File: config.mk
export PLATFORM = sky130hd
export DESIGN_NAME = ex_div_unit_flat
export DESIGN_NICKNAME = d
export VERILOG_FILES = /design/src/rtl/ex_div_unit_if.sv /design/src/rtl/ex_div_unit.sv /design/src/flat_wrapper.sv
export SDC_FILE = /design/constraint.sdc
export NUM_CORES = 1
export LEC_CHECK = 0
export BUFFER_PORTS_ARGS = -buffer_cell sky130_fd_sc_hd__buf_2
export CAP_MARGIN = 20
export CORE_MARGIN = 4
export CORE_UTILIZATION = 54
export CTS_CLUSTER_DIAMETER = 30
export DETAILED_ROUTE_END_ITERATION = 8
export GPL_TIMING_DRIVEN = 0
export PLACE_DENSITY = 0.78
export SLEW_MARGIN = 40
export SYNTH_ARGS = -nofsm -noshare
export SYNTH_HDL_FRONTEND = slang
export SYNTH_SLANG_ARGS = --single-unit
File: constraint.sdc
create_clock -name clk -period 6.6 [get_ports clk]
set_clock_uncertainty 0.1 [all_clocks]
set_input_delay 0.99 -clock clk [delete_from_list [all_inputs] [get_ports clk]]
set_output_delay 0.99 -clock clk [all_outputs]
set_load 0.05 [all_outputs]
File: src/rtl/ex_div_unit_if.sv
// Handshake and operand bundle between the ID/EX register and the EX-stage divider.
interface ex_div_unit_if #(
    parameter int DATA_WIDTH = 32
);
    logic                  start_i;
    logic                  kill_i;
    logic [1:0]            op_i;
    logic [DATA_WIDTH-1:0] rs1_i;
    logic [DATA_WIDTH-1:0] rs2_i;
    logic                  stall_o;
    logic                  busy_o;
    logic                  done_o;
    logic [DATA_WIDTH-1:0] result_o;

    // Pipeline side: issues the divide and consumes the result/stall.
    modport master (
        output start_i, kill_i, op_i, rs1_i, rs2_i,
        input  stall_o, busy_o, done_o, result_o
    );

    // Divider side.
    modport slave (
        input  start_i, kill_i, op_i, rs1_i, rs2_i,
        output stall_o, busy_o, done_o, result_o
    );
endinterface

File: src/rtl/ex_div_unit.sv
// Iterative radix-2 restoring divider for RV32M DIV/DIVU/REM/REMU.
// Works on operand magnitudes and applies sign correction when the last step
// retires; divide-by-zero and signed overflow bypass the iteration entirely.
module ex_div_unit #(
    parameter int DATA_WIDTH = 32
) (
    input  logic         clk,
    input  logic         rst_n,
    ex_div_unit_if.slave bus
);
    localparam int CNT_W = $clog2(DATA_WIDTH) + 1;
    localparam logic [DATA_WIDTH-1:0] INT_MIN = {1'b1, {(DATA_WIDTH-1){1'b0}}};

    typedef enum logic [1:0] {IDLE, CALC, DONE} state_t;

    state_t                state_q, state_d;
    logic [CNT_W-1:0]      cnt_q;
    logic [DATA_WIDTH-1:0] quo_q, rem_q, dvs_q, result_q;
    logic                  is_rem_q, neg_quo_q, neg_rem_q;

    // Accept-time decode of the incoming operands.
    logic                  accept, is_signed, a_neg, b_neg, div_zero, overflow;
    logic [DATA_WIDTH-1:0] abs_a, abs_b;

    assign accept    = (state_q == IDLE) && bus.start_i && !bus.kill_i;
    assign is_signed = !bus.op_i[0];
    assign a_neg     = is_signed && bus.rs1_i[DATA_WIDTH-1];
    assign b_neg     = is_signed && bus.rs2_i[DATA_WIDTH-1];
    assign abs_a     = a_neg ? -bus.rs1_i : bus.rs1_i;
    assign abs_b     = b_neg ? -bus.rs2_i : bus.rs2_i;
    assign div_zero  = (bus.rs2_i == '0);
    assign overflow  = is_signed && (bus.rs1_i == INT_MIN) && (bus.rs2_i == '1);

    // One restoring step. rem_q < dvs_q always holds, so the shifted partial
    // remainder needs DATA_WIDTH+1 bits; its MSB alone forces a subtraction and
    // the difference then still fits in DATA_WIDTH bits.
    logic [DATA_WIDTH-1:0] rem_shift, rem_next, quo_next, quo_fin, rem_fin;
    logic                  step_ge;

    assign rem_shift = {rem_q[DATA_WIDTH-2:0], quo_q[DATA_WIDTH-1]};
    assign step_ge   = rem_q[DATA_WIDTH-1] || (rem_shift >= dvs_q);
    assign rem_next  = step_ge ? (rem_shift - dvs_q) : rem_shift;
    assign quo_next  = {quo_q[DATA_WIDTH-2:0], step_ge};
    assign quo_fin   = neg_quo_q ? -quo_next : quo_next;
    assign rem_fin   = neg_rem_q ? -rem_next : rem_next;

    // State register.
    // NOTE: every clocked process uses non-blocking assignments so all
    // registers update together from pre-edge values.
    always_ff @(posedge clk or negedge rst_n) begin
        if (!rst_n) state_q <= IDLE;
        else        state_q <= state_d;
    end

    // Next-state logic; a flush overrides everything and returns to IDLE.
    // NOTE: state_d is defaulted before the case so no path leaves it
    // unassigned, which would otherwise infer a latch.
    always_comb begin
        state_d = state_q;
        case (state_q)
            IDLE: if (accept) state_d = (div_zero || overflow) ? DONE : CALC;
            CALC: if (cnt_q == CNT_W'(1)) state_d = DONE;
            DONE: state_d = IDLE;
            default: state_d = IDLE;
        endcase
        if (bus.kill_i) state_d = IDLE;
    end

    // Outputs: stall covers the accept cycle and the whole iteration, not DONE,
    // so the pipeline advances as the result is captured downstream.
    always_comb begin
        bus.busy_o   = (state_q != IDLE);
        bus.done_o   = (state_q == DONE);
        bus.stall_o  = accept || (state_q == CALC);
        bus.result_o = result_q;
    end

    // Datapath: latch magnitudes at accept, iterate in CALC, register the result.
    // NOTE: the iteration registers are reset along with the control state so
    // no X can leak into result_o, even though control alone would mask them.
    always_ff @(posedge clk or negedge rst_n) begin
        if (!rst_n) begin
            cnt_q     <= '0;
            quo_q     <= '0;
            rem_q     <= '0;
            dvs_q     <= '0;
            result_q  <= '0;
            is_rem_q  <= 1'b0;
            neg_quo_q <= 1'b0;
            neg_rem_q <= 1'b0;
        end else if (!bus.kill_i) begin
            case (state_q)
                IDLE: if (accept) begin
                    is_rem_q  <= bus.op_i[1];
                    neg_quo_q <= a_neg ^ b_neg;
                    neg_rem_q <= a_neg;
                    quo_q     <= abs_a;
                    rem_q     <= '0;
                    dvs_q     <= abs_b;
                    cnt_q     <= CNT_W'(DATA_WIDTH);
                    if (div_zero)      result_q <= bus.op_i[1] ? bus.rs1_i : '1;
                    else if (overflow) result_q <= bus.op_i[1] ? '0 : INT_MIN;
                end
                CALC: begin
                    quo_q <= quo_next;
                    rem_q <= rem_next;
                    cnt_q <= cnt_q - CNT_W'(1);
                    if (cnt_q == CNT_W'(1)) result_q <= is_rem_q ? rem_fin : quo_fin;
                end
                default: ;
            endcase
        end
    end
endmodule

File: src/flat_wrapper.sv
// flat-port wrapper written by rule: the top's interface ports become plain ports
module ex_div_unit_flat 
#(
    parameter int DATA_WIDTH = 32
)
  (clk, rst_n, bus_start_i, bus_kill_i, bus_op_i, bus_rs1_i, bus_rs2_i, bus_stall_o, bus_busy_o, bus_done_o, bus_result_o);
  ex_div_unit_if #(.DATA_WIDTH(DATA_WIDTH)) bus_i ();
  input  logic clk;
  input  logic rst_n;
  input wire logic [$bits(bus_i.start_i)-1:0] bus_start_i;
  input wire logic [$bits(bus_i.kill_i)-1:0] bus_kill_i;
  input wire logic [$bits(bus_i.op_i)-1:0] bus_op_i;
  input wire logic [$bits(bus_i.rs1_i)-1:0] bus_rs1_i;
  input wire logic [$bits(bus_i.rs2_i)-1:0] bus_rs2_i;
  output wire logic [$bits(bus_i.stall_o)-1:0] bus_stall_o;
  output wire logic [$bits(bus_i.busy_o)-1:0] bus_busy_o;
  output wire logic [$bits(bus_i.done_o)-1:0] bus_done_o;
  output wire logic [$bits(bus_i.result_o)-1:0] bus_result_o;
  assign bus_i.start_i = bus_start_i;
  assign bus_i.kill_i = bus_kill_i;
  assign bus_i.op_i = bus_op_i;
  assign bus_i.rs1_i = bus_rs1_i;
  assign bus_i.rs2_i = bus_rs2_i;
  assign bus_stall_o = bus_i.stall_o;
  assign bus_busy_o = bus_i.busy_o;
  assign bus_done_o = bus_i.done_o;
  assign bus_result_o = bus_i.result_o;
  ex_div_unit #(.DATA_WIDTH(DATA_WIDTH)) u_core (.clk(clk), .rst_n(rst_n), .bus(bus_i));
endmodule
==> results of run 1 <==
## how the worst min path moves through the flow
stage	startpoint	endpoint	slack, ns	cells after the start
floorplan	u_core.dvs_q[10]	u_core.dvs_q[10]	0.35	2
global placement	u_core.bus.result_o[2]	u_core.bus.result_o[2]	0.36	2
detailed placement	u_core.bus.result_o[14]	u_core.bus.result_o[14]	0.37	2
CTS	rst_n	u_core.dvs_q[1]	0.31	1
global route	rst_n	u_core.dvs_q[1]	0.31	1
finish	rst_n	u_core.dvs_q[1]	0.30	1
## cell usage after synthesis (5+ instances only)
| master | number | area (µm²) |
|---|---|---|
| o31ai_1 | 27 | 203 |
| o31a_1 | 8 | 70.1 |
| ha_1 | 39 | 488 |
| o21ai_0 | 208 | 1040 |
| nand3b_1 | 6 | 45.0 |
| nor3b_1 | 6 | 45.0 |
| o21a_1 | 9 | 67.6 |
| or2_2 | 6 | 37.5 |
| nand2b_1 | 17 | 106 |
| mux2i_1 | 29 | 290 |
| a21o_1 | 14 | 105 |
| clkbuf_1 | 76 | 285 |
| a21oi_1 | 115 | 576 |
| nor3_1 | 35 | 175 |
| a41oi_1 | 6 | 52.6 |
| nor4_1 | 17 | 106 |
| a2111oi_0 | 6 | 52.6 |
| nand3_1 | 25 | 125 |
| o41ai_1 | 13 | 114 |
| inv_1 | 60 | 225 |
| nor2_1 | 105 | 394 |
| dfrtp_1 | 139 | 3480 |
| or3_1 | 23 | 144 |
| a31oi_1 | 21 | 131 |
| mux2_2 | 5 | 56.3 |
| xnor2_1 | 78 | 683 |
| o211ai_1 | 20 | 150 |
| buf_2 | 20 | 100 |
| nand4_1 | 24 | 150 |
| a211o_1 | 6 | 52.6 |
| a211oi_1 | 14 | 105 |
| or4_1 | 15 | 113 |
| a22o_1 | 5 | 43.8 |
| o221ai_1 | 7 | 61.3 |
| nor2b_1 | 11 | 68.8 |
| nand2_1 | 206 | 773 |
| xor2_1 | 53 | 464 |
| and2_1 | 13 | 81.3 |
## routing by layer
layer  wire [µm]  part of all wire
met1       18500              0.43
met4        1260             0.030
met3        4350              0.10
met2       18500              0.43
met5           7           0.00016
## kinds of logic (layout without fill, tap and decap cells)
kind of cell	Yosys count	in the layout	share of synthesized area
AOI/OAI and AO/OA	534	534	0.280
xor gates and xnor gates	131	131	0.0954
adders and majority gates	40	40	0.0422
buffers and inverters	162	306	0.0530
DFF	139	139	0.289
muxes	34	34	0.0288
and+or+nand+nor	530	530	0.212
## metrics by stage
step	instance area [µm²]	hold slack [ns]	total power, µW
after global placement	12900	0.358	6320
final	13700	0.297	7710
after detailed placement	13000	0.366	6430
after CTS	13600	0.306	7460
after global routing	13700	0.312	8230
after floorplan	12000	0.350	5100
## registers in the layout, indices dropped and copies added (netlist names)
register,flops
u_core.neg_rem_q,1
u_core.state_q,2
u_core.neg_quo_q,1
u_core.bus.result_o,32
u_core.is_rem_q,1
u_core.rem_q,32
u_core.dvs_q,32
u_core.cnt_q,6
u_core.quo_q,32
## power by group
group | total, µW | internal [µW] | switching [µW]
clock | 962 | 504 | 459
combinational | 5300 | 1870 | 3420
sequential | 1460 | 1130 | 323
total | 7710 | 3510 | 4210
## final cells by class
| cell class | count | area (µm²) |
|---|---|---|
| multi-input cells | 1269 | 8020 |
| clock inverters | 15 | 151 |
| fillers | 2011 | 8150 |
| well taps | 280 | 350 |
| plain buffers | 97 | 430 |
| flip-flops and latches | 139 | 3480 |
| repair buffers | 116 | 658 |
| clock buffers | 17 | 425 |
| inverters | 61 | 229 |
## worst reg2reg max path, cell delays in order, from the launching register on
cell	delay, ns
dfrtp_1	0.44
ha_1	0.31
clkbuf_1	0.23
a21oi_1	0.24
o21ai_0	0.14
a41o_1	0.37
a22oi_2	0.29
nand3_1	0.17
inv_2	0.11
buf_2	0.28
buf_1	0.46
clkbuf_2	0.35
buf_2	0.33
ha_1	0.26
or3b_2	0.54
nor3_1	0.30
nand3_1	0.32
o41ai_1	0.41
xor2_1	0.18
o221ai_1	0.16
mux2_2	0.30
## timing repair
action / 4_1_cts / 5_1_grt
pin swaps: 1 / 6
buffers inserted: 1 / 7
gates resized for setup: 15 / 18
setup endpoints to repair: 13 / 10
==> impl_metrics.py, run 1 <==
metrics = {
    "synth": {
        "ys_ff_latch": 139,
        "async_reset_ff_frac": 1.00,
        "postSynthCellCount": 1570,
        "seq_area_frac_synth": 0.289,
        "syn_area_um2": 12000,
        "synth_ff_type": "dfrtp_1",
        "synth.net_count": 1680,
        "synth_cell_type_count": 86,
        "synth_area_per_cell_um2": 7.66,
        "synth_edf_count": 0,
        "yosys_warnings": 0,
    },
    "worst_setup_path": {
        "cp_max_fo": 10,
        "rrSetupSlack_ns": 0.24,
        "cp_cell_sequence": "ha_1, clkbuf_1, a21oi_1, o21ai_0, a41o_1, a22oi_2, nand3_1, inv_2, buf_2, buf_1, clkbuf_2, buf_2, ha_1, or3b_2, nor3_1, nand3_1, o41ai_1, xor2_1, o221ai_1, mux2_2",
        "worstReg2RegStart": "u_core.rem_q[10]",
        "cp_slowest_stage_delay_ns": 0.54,
        "crit_type": "flip-flop to flip-flop",
        "critPathLaunch": "u_core.rem_q[10]",
        "r2r_cells": 20,
        "cp.required_ns": 6.83,
        "reg2reg_to": "u_core.bus.result_o[20]",
        "endpoint_kind": "flip-flop",
        "cp.arrival_ns": 6.60,
        "start_kind": "flip-flop",
        "cp-endpoint": "u_core.bus.result_o[20]",
        "crit_buf_inv": 6,
        "critical_path.top_delay_family": "buffers and inverters",
        "cp.depth": 20,
        "critPathSlowestCell": "or3b_2",
    },
    "floorplan": {
        "rows": 54,
        "fp.dieW_um": 157,
        "floorplan.initialDensity": 0.549,
        "die_area_um2": 24700,
        "die_h_um": 157,
        "io_pins": 105,
        "core_um2": 21900,
    },
    "pwr": {
        "power_density_nw_per_um2": 561,
        "vdd.ir_drop.worst_mv": 0.334,
        "p_leak_uw": 0.00587,
    },
    "clock_tree": {
        "cts_tree": "yes",
        "numCtsBuffers": 17,
        "clk_path_buf_depth": 2,
        "htreeDepth": 4,
        "cts_sinks": 139,
        "cts-root-buf": "clkbuf_16",
        "clk_latency_ns": 0.44,
        "path_clk_slew_ns": 0.08,
        "cts_hold_buf": 0,
    },
    "detailed_routing": {
        "via_count": 13000,
        "viasPerCell": 6.50,
        "postRouteAntennaNets": 0,
        "route.final.wire_length_um": 42600,
        "wl_per_cell_um": 21.4,
        "drt_iter0_drc": 1596,
        "drt-pass1-iter-count": 6,
        "drc_errors": 0,
    },
    "layout": {
        "mostFrequentLayoutCells": "207 x o21ai_0, 206 x nand2_1, 139 x dfrtp_1, 121 x buf_2, 115 x a21oi_1",
        "antenna-diode-count": 0,
        "layout_commonest_cell": "o21ai_0",
        "finalNonFillerCells": 1994,
        "drive_gt1_frac": 0.130,
        "fin_util": 0.628,
        "fin_nets": 1811,
        "area_delta_synth_final_pct": 14.3,
    },
    "sta": {
        "finalWorstSetupSlack_ns": 0.235,
        "min_period_ns": 6.36,
        "maxSlewHeadroom": 0.450,
        "setup_viol": 0,
        "hold_violations": 0,
        "finalCritPeriodShare": 0.964,
        "max_freq_mhz": 157,
        "maxSlewViolCount": 0,
        "tightest_slew_ns": 0.825,
        "tns_ns": 0,
    },
    "grt": {
        "grtUsageMet1": 0.495,
        "grt_pass1_wl_um": 65700,
        "use_met3": 0.0806,
        "grt_use_total": 0.339,
        "met2_usage": 0.501,
        "globalRoute.totalOverflow": 0,
        "antenna_found_initial": 1,
        "grt_max_degree": 58,
        "grt_pass1_vias": 11700,
        "top_usage_layer": "met2",
    },
    "place": {
        "place_inst": 1958,
        "place_congestion": 0.987,
        "dp_hpwl_um": 33500,
        "dp_slack_ns": -1.57,
        "portBuffers": 104,
    },
    "min_path": {
        "hp-class": "primary input to async pin",
    },
    "job": {
        "maxCapViolCount": 0,
    },
    "status": {
        "status": "finished clean",
    },
}
Note: power is estimated with default switching activity, not from simulation.
==> run 2: changes to the inputs <==
- REMOVE_ABC_BUFFERS: not set -> 1
==> run 2 against run 1 <==
Against the previous run: final cell count is 4.5% lower; combinational power down 7.5%; worst setup slack gained 0.11 ns; sequential cell count unchanged; non-clock buffer count shrank 89; maximum frequency increased by 1.8%; sequential share of layout area rose by 0.45 points; critical path depth increased by 1; worst hold slack improved by 0.0012 ns; highest routed layer is now met4.
==> impl_metrics.py, run 2 (same netlist as run 1, synthesis figures left out) <==
metrics = {
    "status": {
        "status": "finished clean",
    },
    "worst_setup_path": {
        "crit_type": "flip-flop to flip-flop",
        "endpoint_kind": "flip-flop",
        "cp.arrival_ns": 6.52,
        "start_kind": "flip-flop",
        "cp.required_ns": 6.87,
        "cp_max_fo": 41,
    },
    "sta": {
        "hold_violations": 0,
        "min_period_ns": 6.25,
        "tns_ns": 0,
        "setup_viol": 0,
        "maxSlewViolCount": 0,
        "finalCritPeriodShare": 0.947,
        "rsz0062_at_grt": "no",
        "max_freq_mhz": 160,
        "maxSlewHeadroom": 0.445,
        "tightest_slew_ns": 0.832,
    },
    "clock_tree": {
        "numCtsBuffers": 17,
        "cts_setup_buffers": 0,
        "cts_hold_buf": 0,
        "htreeDepth": 4,
        "path_clk_slew_ns": 0.07,
        "clk_latency_ns": 0.43,
        "cts-root-buf": "clkbuf_16",
        "clk_path_buf_depth": 2,
        "cts_tree": "yes",
        "cts_sinks": 139,
    },
    "place": {
        "dp_hpwl_um": 27300,
        "portBuffers": 104,
        "postPlaceCellArea_um2": 12900,
        "place_congestion": 0.933,
    },
    "detailed_routing": {
        "drt-pass1-iter-count": 6,
        "via_count": 12300,
        "route.final.wire_length_um": 36600,
        "drt_iter0_drc": 1044,
        "drc_errors": 0,
        "postRouteAntennaNets": 0,
        "wl_per_cell_um": 19.2,
        "viasPerCell": 6.45,
    },
    "pwr": {
        "p_leak_uw": 0.00577,
        "vdd.ir_drop.worst_mv": 0.302,
        "power_density_nw_per_um2": 551,
    },
    "floorplan": {
        "floorplan.initialDensity": 0.549,
        "die_h_um": 157,
        "rows": 54,
        "die_area_um2": 24700,
        "fp.dieW_um": 157,
        "io_pins": 105,
        "core_um2": 21900,
    },
    "layout": {
        "antenna-diode-count": 0,
        "fin_area_um2": 13500,
        "mostFrequentLayoutCells": "207 x o21ai_0, 205 x nand2_1, 136 x dfrtp_1, 115 x a21oi_1, 105 x buf_2",
        "fin_nets": 1722,
        "area_delta_synth_final_pct": 12.4,
        "layout_commonest_cell": "o21ai_0",
        "drive_gt1_frac": 0.127,
    },
    "grt": {
        "grt_use_total": 0.289,
        "globalRoute.totalOverflow": 0,
        "grt_pass1_wl_um": 57900,
        "antenna_found_initial": 0,
        "grt_max_degree": 61,
        "grt_pass1_vias": 11500,
    },
    "job": {
        "maxCapViolCount": 0,
    },
    "min_path": {
        "hp-class": "primary input to async pin",
    },
}
-- run 2: cell count changes in the layout (fill, tap and decap cells not counted), sizes merged --
cell	delta
bufinv	+4
inv	-8
clkbuf	-69
buf	-16
-- run 2: repair_timing --
| item | CTS | global route |
|---|---|---|
| resized for setup | 2 | 3 |
| pin swaps | 0 | 1 |
| endpoints found under the setup margin | 1 | 2 |
| cloned | 0 | 0 |
-- run 2: path summary, 6_finish.rpt --
| check | start | end | slack, ns | cells after the start |
|---|---|---|---|---|
| hold / removal | rst_n | u_core.bus.result_o[5] | 0.30 | 1 |
| setup reg to reg | u_core.quo_q[31] | u_core.bus.result_o[26] | 0.35 | 21 |
| setup / recovery | u_core.quo_q[31] | u_core.bus.result_o[26] | 0.35 | 21 |
| max in group asynchronous | rst_n | u_core.neg_quo_q | 5.50 | 2 |
| min in group clk | u_core.bus.result_o[21] | u_core.bus.result_o[21] | 0.37 | 2 |
| hold reg to reg | u_core.bus.result_o[21] | u_core.bus.result_o[21] | 0.37 | 2 |
-- run 2: cell type report --
type | count | area [µm²]
timing repair buffer | 124 | 792
fill | 2009 | 8370
sequential | 139 | 3480
inverter | 61 | 231
tap | 280 | 350
clock buffer | 21 | 460
multi-input combinational | 1269 | 8040
clock inverter | 11 | 166
-- run 2: layer usage --
metal	routed length, µm	share of wire	track usage	vias up
met5	0	0	0	-
met4	1470	0.040	0.106	0
met3	2680	0.073	0.0487	107
met2	17700	0.48	0.487	551
met1	14800	0.40	0.374	5835
li1	-	-	-	5789
-- run 2: worst max-delay path: stages (launching register included) --
cell and delay, ns:
dfrtp_1 0.40, inv_1 0.12, ha_1 0.23, fa_1 0.29, nor2b_4 0.07, o2111a_2 0.32, o311a_1 0.41, o211ai_4 0.35
nand3_4 0.28, buf_12 0.29, o21ai_1 0.26, ha_1 0.33, nand2_1 0.09, a2111oi_0 0.30, a41oi_1 0.16, nor4_2 0.34
o2111ai_1 0.21, a211o_1 0.42, o41ai_2 0.45, xnor2_1 0.16, a2111oi_1 0.45, a211o_1 0.15
-- run 2: stage by stage --
step / worst slack [ns] / util / cells / total power (µW) / hold WS [ns]
after floorplan: -0.118 / - / 1469 / 5040 / 0.350
after global placement: -2.73 / 0.571 / 1853 / 6080 / 0.355
after detailed placement: -0.0869 / 0.588 / 1873 / 6230 / 0.365
after CTS: 0.0805 / 0.617 / 1905 / 7340 / 0.304
after global routing: 0.0126 / 0.618 / 1905 / 7990 / 0.306
final: 0.348 / 0.618 / 1905 / 7440 / 0.298
-- run 2: report_power, final --
| group | switching, µW | internal [µW] |
|---|---|---|
| logic | 3120 | 1780 |
| clock network | 403 | 652 |
| registers | 358 | 1130 |
| total | 3880 | 3560 |
==> run 3: changes to the inputs <==
- CORE_MARGIN: 4 -> not set
==> run 3 against run 2 <==
Against the previous run: worst hold slack got worse by 0.011 ns; sequential power barely moved; final area barely moved; maximum frequency rose by 0.99%; clock-buffer cell count rose by 2; clock power fell by 7%; routed wire length fell by 3.0%; critical endpoint is now u_core.bus.result_o[20]; highest routed layer unchanged.
==> impl_metrics.py, run 3 (same netlist as run 1, synthesis figures left out) <==
metrics = {
    "layout": {
        "mostFrequentLayoutCells": "208 x o21ai_0, 205 x nand2_1, 136 x dfrtp_1, 115 x a21oi_1, 105 x buf_2",
        "fin_area_um2": 13500,
        "layout.area.seq_um2": 3480,
        "layout_commonest_cell": "o21ai_0",
        "fin_nets": 1724,
        "area_delta_synth_final_pct": 12.3,
        "antenna-diode-count": 0,
        "drive_gt1_frac": 0.127,
        "fin_util": 0.619,
        "fillers": 1936,
        "multi_input_area_um2": 8050,
    },
    "pwr": {
        "p_leak_uw": 0.00577,
        "total_power_uw": 7360,
        "vdd.ir_drop.worst_mv": 0.309,
        "power_density_nw_per_um2": 544,
    },
    "job": {
        "maxCapViolCount": 0,
    },
    "clock_tree": {
        "cts_hold_buf": 0,
        "cts_tree": "yes",
        "path_clk_slew_ns": 0.06,
        "clk_path_buf_depth": 2,
        "cts-root-buf": "clkbuf_16",
        "numCtsBuffers": 17,
        "htreeDepth": 4,
        "clk_latency_ns": 0.44,
        "cts_sinks": 139,
    },
    "place": {
        "place_congestion": 0.937,
        "portBuffers": 104,
        "postPlaceCellArea_um2": 12900,
        "dp_hpwl_um": 26600,
        "dp_slack_ns": -0.130,
    },
    "grt": {
        "grt_max_degree": 60,
        "grt_pass1_vias": 11400,
        "globalRoute.totalOverflow": 0,
        "use_met3": 0.0434,
        "grtUsageMet1": 0.412,
        "antenna_found_initial": 0,
        "grt_pass1_wl_um": 57100,
        "grt_use_total": 0.320,
        "top_usage_layer": "met2",
        "met2_usage": 0.524,
    },
    "worst_setup_path": {
        "rrSetupSlack_ns": 0.41,
        "critPathLaunch": "u_core.quo_q[31]",
        "start_kind": "flip-flop",
        "cp.required_ns": 6.82,
        "endpoint_kind": "flip-flop",
        "cp.arrival_ns": 6.41,
        "crit_type": "flip-flop to flip-flop",
        "worstReg2RegStart": "u_core.quo_q[31]",
        "cp_max_fo": 48,
    },
    "min_path": {
        "hp-class": "primary input to async pin",
    },
    "sta": {
        "tns_ns": 0,
        "min_period_ns": 6.19,
        "finalCritPeriodShare": 0.938,
        "maxSlewViolCount": 0,
        "rsz0062_at_grt": "no",
        "tightest_slew_ns": 0.820,
        "max_freq_mhz": 162,
        "setup_viol": 0,
        "finalWorstSetupSlack_ns": 0.410,
        "maxSlewHeadroom": 0.451,
        "hold_violations": 0,
    },
    "floorplan": {
        "core_um2": 21800,
        "die_h_um": 151,
        "fp.dieW_um": 151,
        "rows": 54,
        "die_area_um2": 22900,
        "io_pins": 105,
        "floorplan.initialDensity": 0.551,
    },
    "detailed_routing": {
        "viasPerCell": 6.40,
        "postRouteAntennaNets": 0,
        "route.final.wire_length_um": 35500,
        "drc_errors": 0,
        "wl_per_cell_um": 18.6,
        "via_count": 12200,
        "drt_iter0_drc": 1091,
        "drt-pass1-iter-count": 5,
    },
    "status": {
        "status": "finished clean",
    },
}
-- run 3: what timing repair did --
action | 4_1_cts | 5_1_grt
buffers inserted | 0 | 1
pin swaps | 0 | 3
setup endpoints to repair | 1 | 4
gates resized for setup | 1 | 3
gates cloned | 0 | 1
-- run 3: routing by layer --
metal  up-vias  part of all wire  wire length (µm)
met3       119             0.064              2280
li1       5787                 -                 -
met5         -                 0                 0
met4         0             0.044              1580
met1      5817              0.42             15000
met2       477              0.47             16700
-- run 3: path summary, 6_finish.rpt --
path                       cells after the start                       to
hold / removal                                 1   u_core.bus.result_o[5]
max in group asynchronous                      3         u_core.neg_quo_q
setup / recovery                              18  u_core.bus.result_o[20]
setup reg to reg                              18  u_core.bus.result_o[20]
min in group clk                               2  u_core.bus.result_o[21]
hold reg to reg                                2  u_core.bus.result_o[21]
-- run 3: cell type report --
type / count / area share
Clock buffer: 23 / 0.0354
Sequential cell: 139 / 0.258
Timing Repair Buffer: 125 / 0.0605
Tap cell: 280 / 0.0259
Inverter: 61 / 0.0169
Clock inverter: 9 / 0.00815
Multi-Input combinational cell: 1270 / 0.595
-- run 3: per-stage QoR --
| step | hold WS (ns) | std cells |
|---|---|---|
| 6_report | 0.287 | 1907 |
| 5_1_grt | 0.300 | 1907 |
| 4_1_cts | 0.300 | 1905 |
| 3_5_place_dp | 0.365 | 1873 |
| 3_3_place_gp | 0.356 | 1853 |
| 2_1_floorplan | 0.350 | 1469 |
-- run 3: report_power, final --
| part | total [µW] | switching, µW | internal (µW) | leakage (µW) |
|---|---|---|---|---|
| combinational | 4880 | 3100 | 1780 | 0.00370 |
| clock | 988 | 400 | 588 | 0.000280 |
| sequential | 1490 | 352 | 1130 | 0.00180 |
-- run 3: worst max-delay path, stage by stage, from the launching register on --
cell and delay, ns:
dfrtp_1 0.40, inv_1 0.12, ha_1 0.22, fa_1 0.27
nor2b_4 0.07, o2111a_2 0.31, o311a_1 0.40, o211ai_4 0.39
nand3_4 0.26, buf_12 0.26, inv_2 0.60, ha_1 0.35
or3b_2 0.53, nor3_1 0.33, nand3_1 0.34, o41ai_1 0.44
xor2_1 0.19, o221ai_1 0.17, mux2_2 0.30
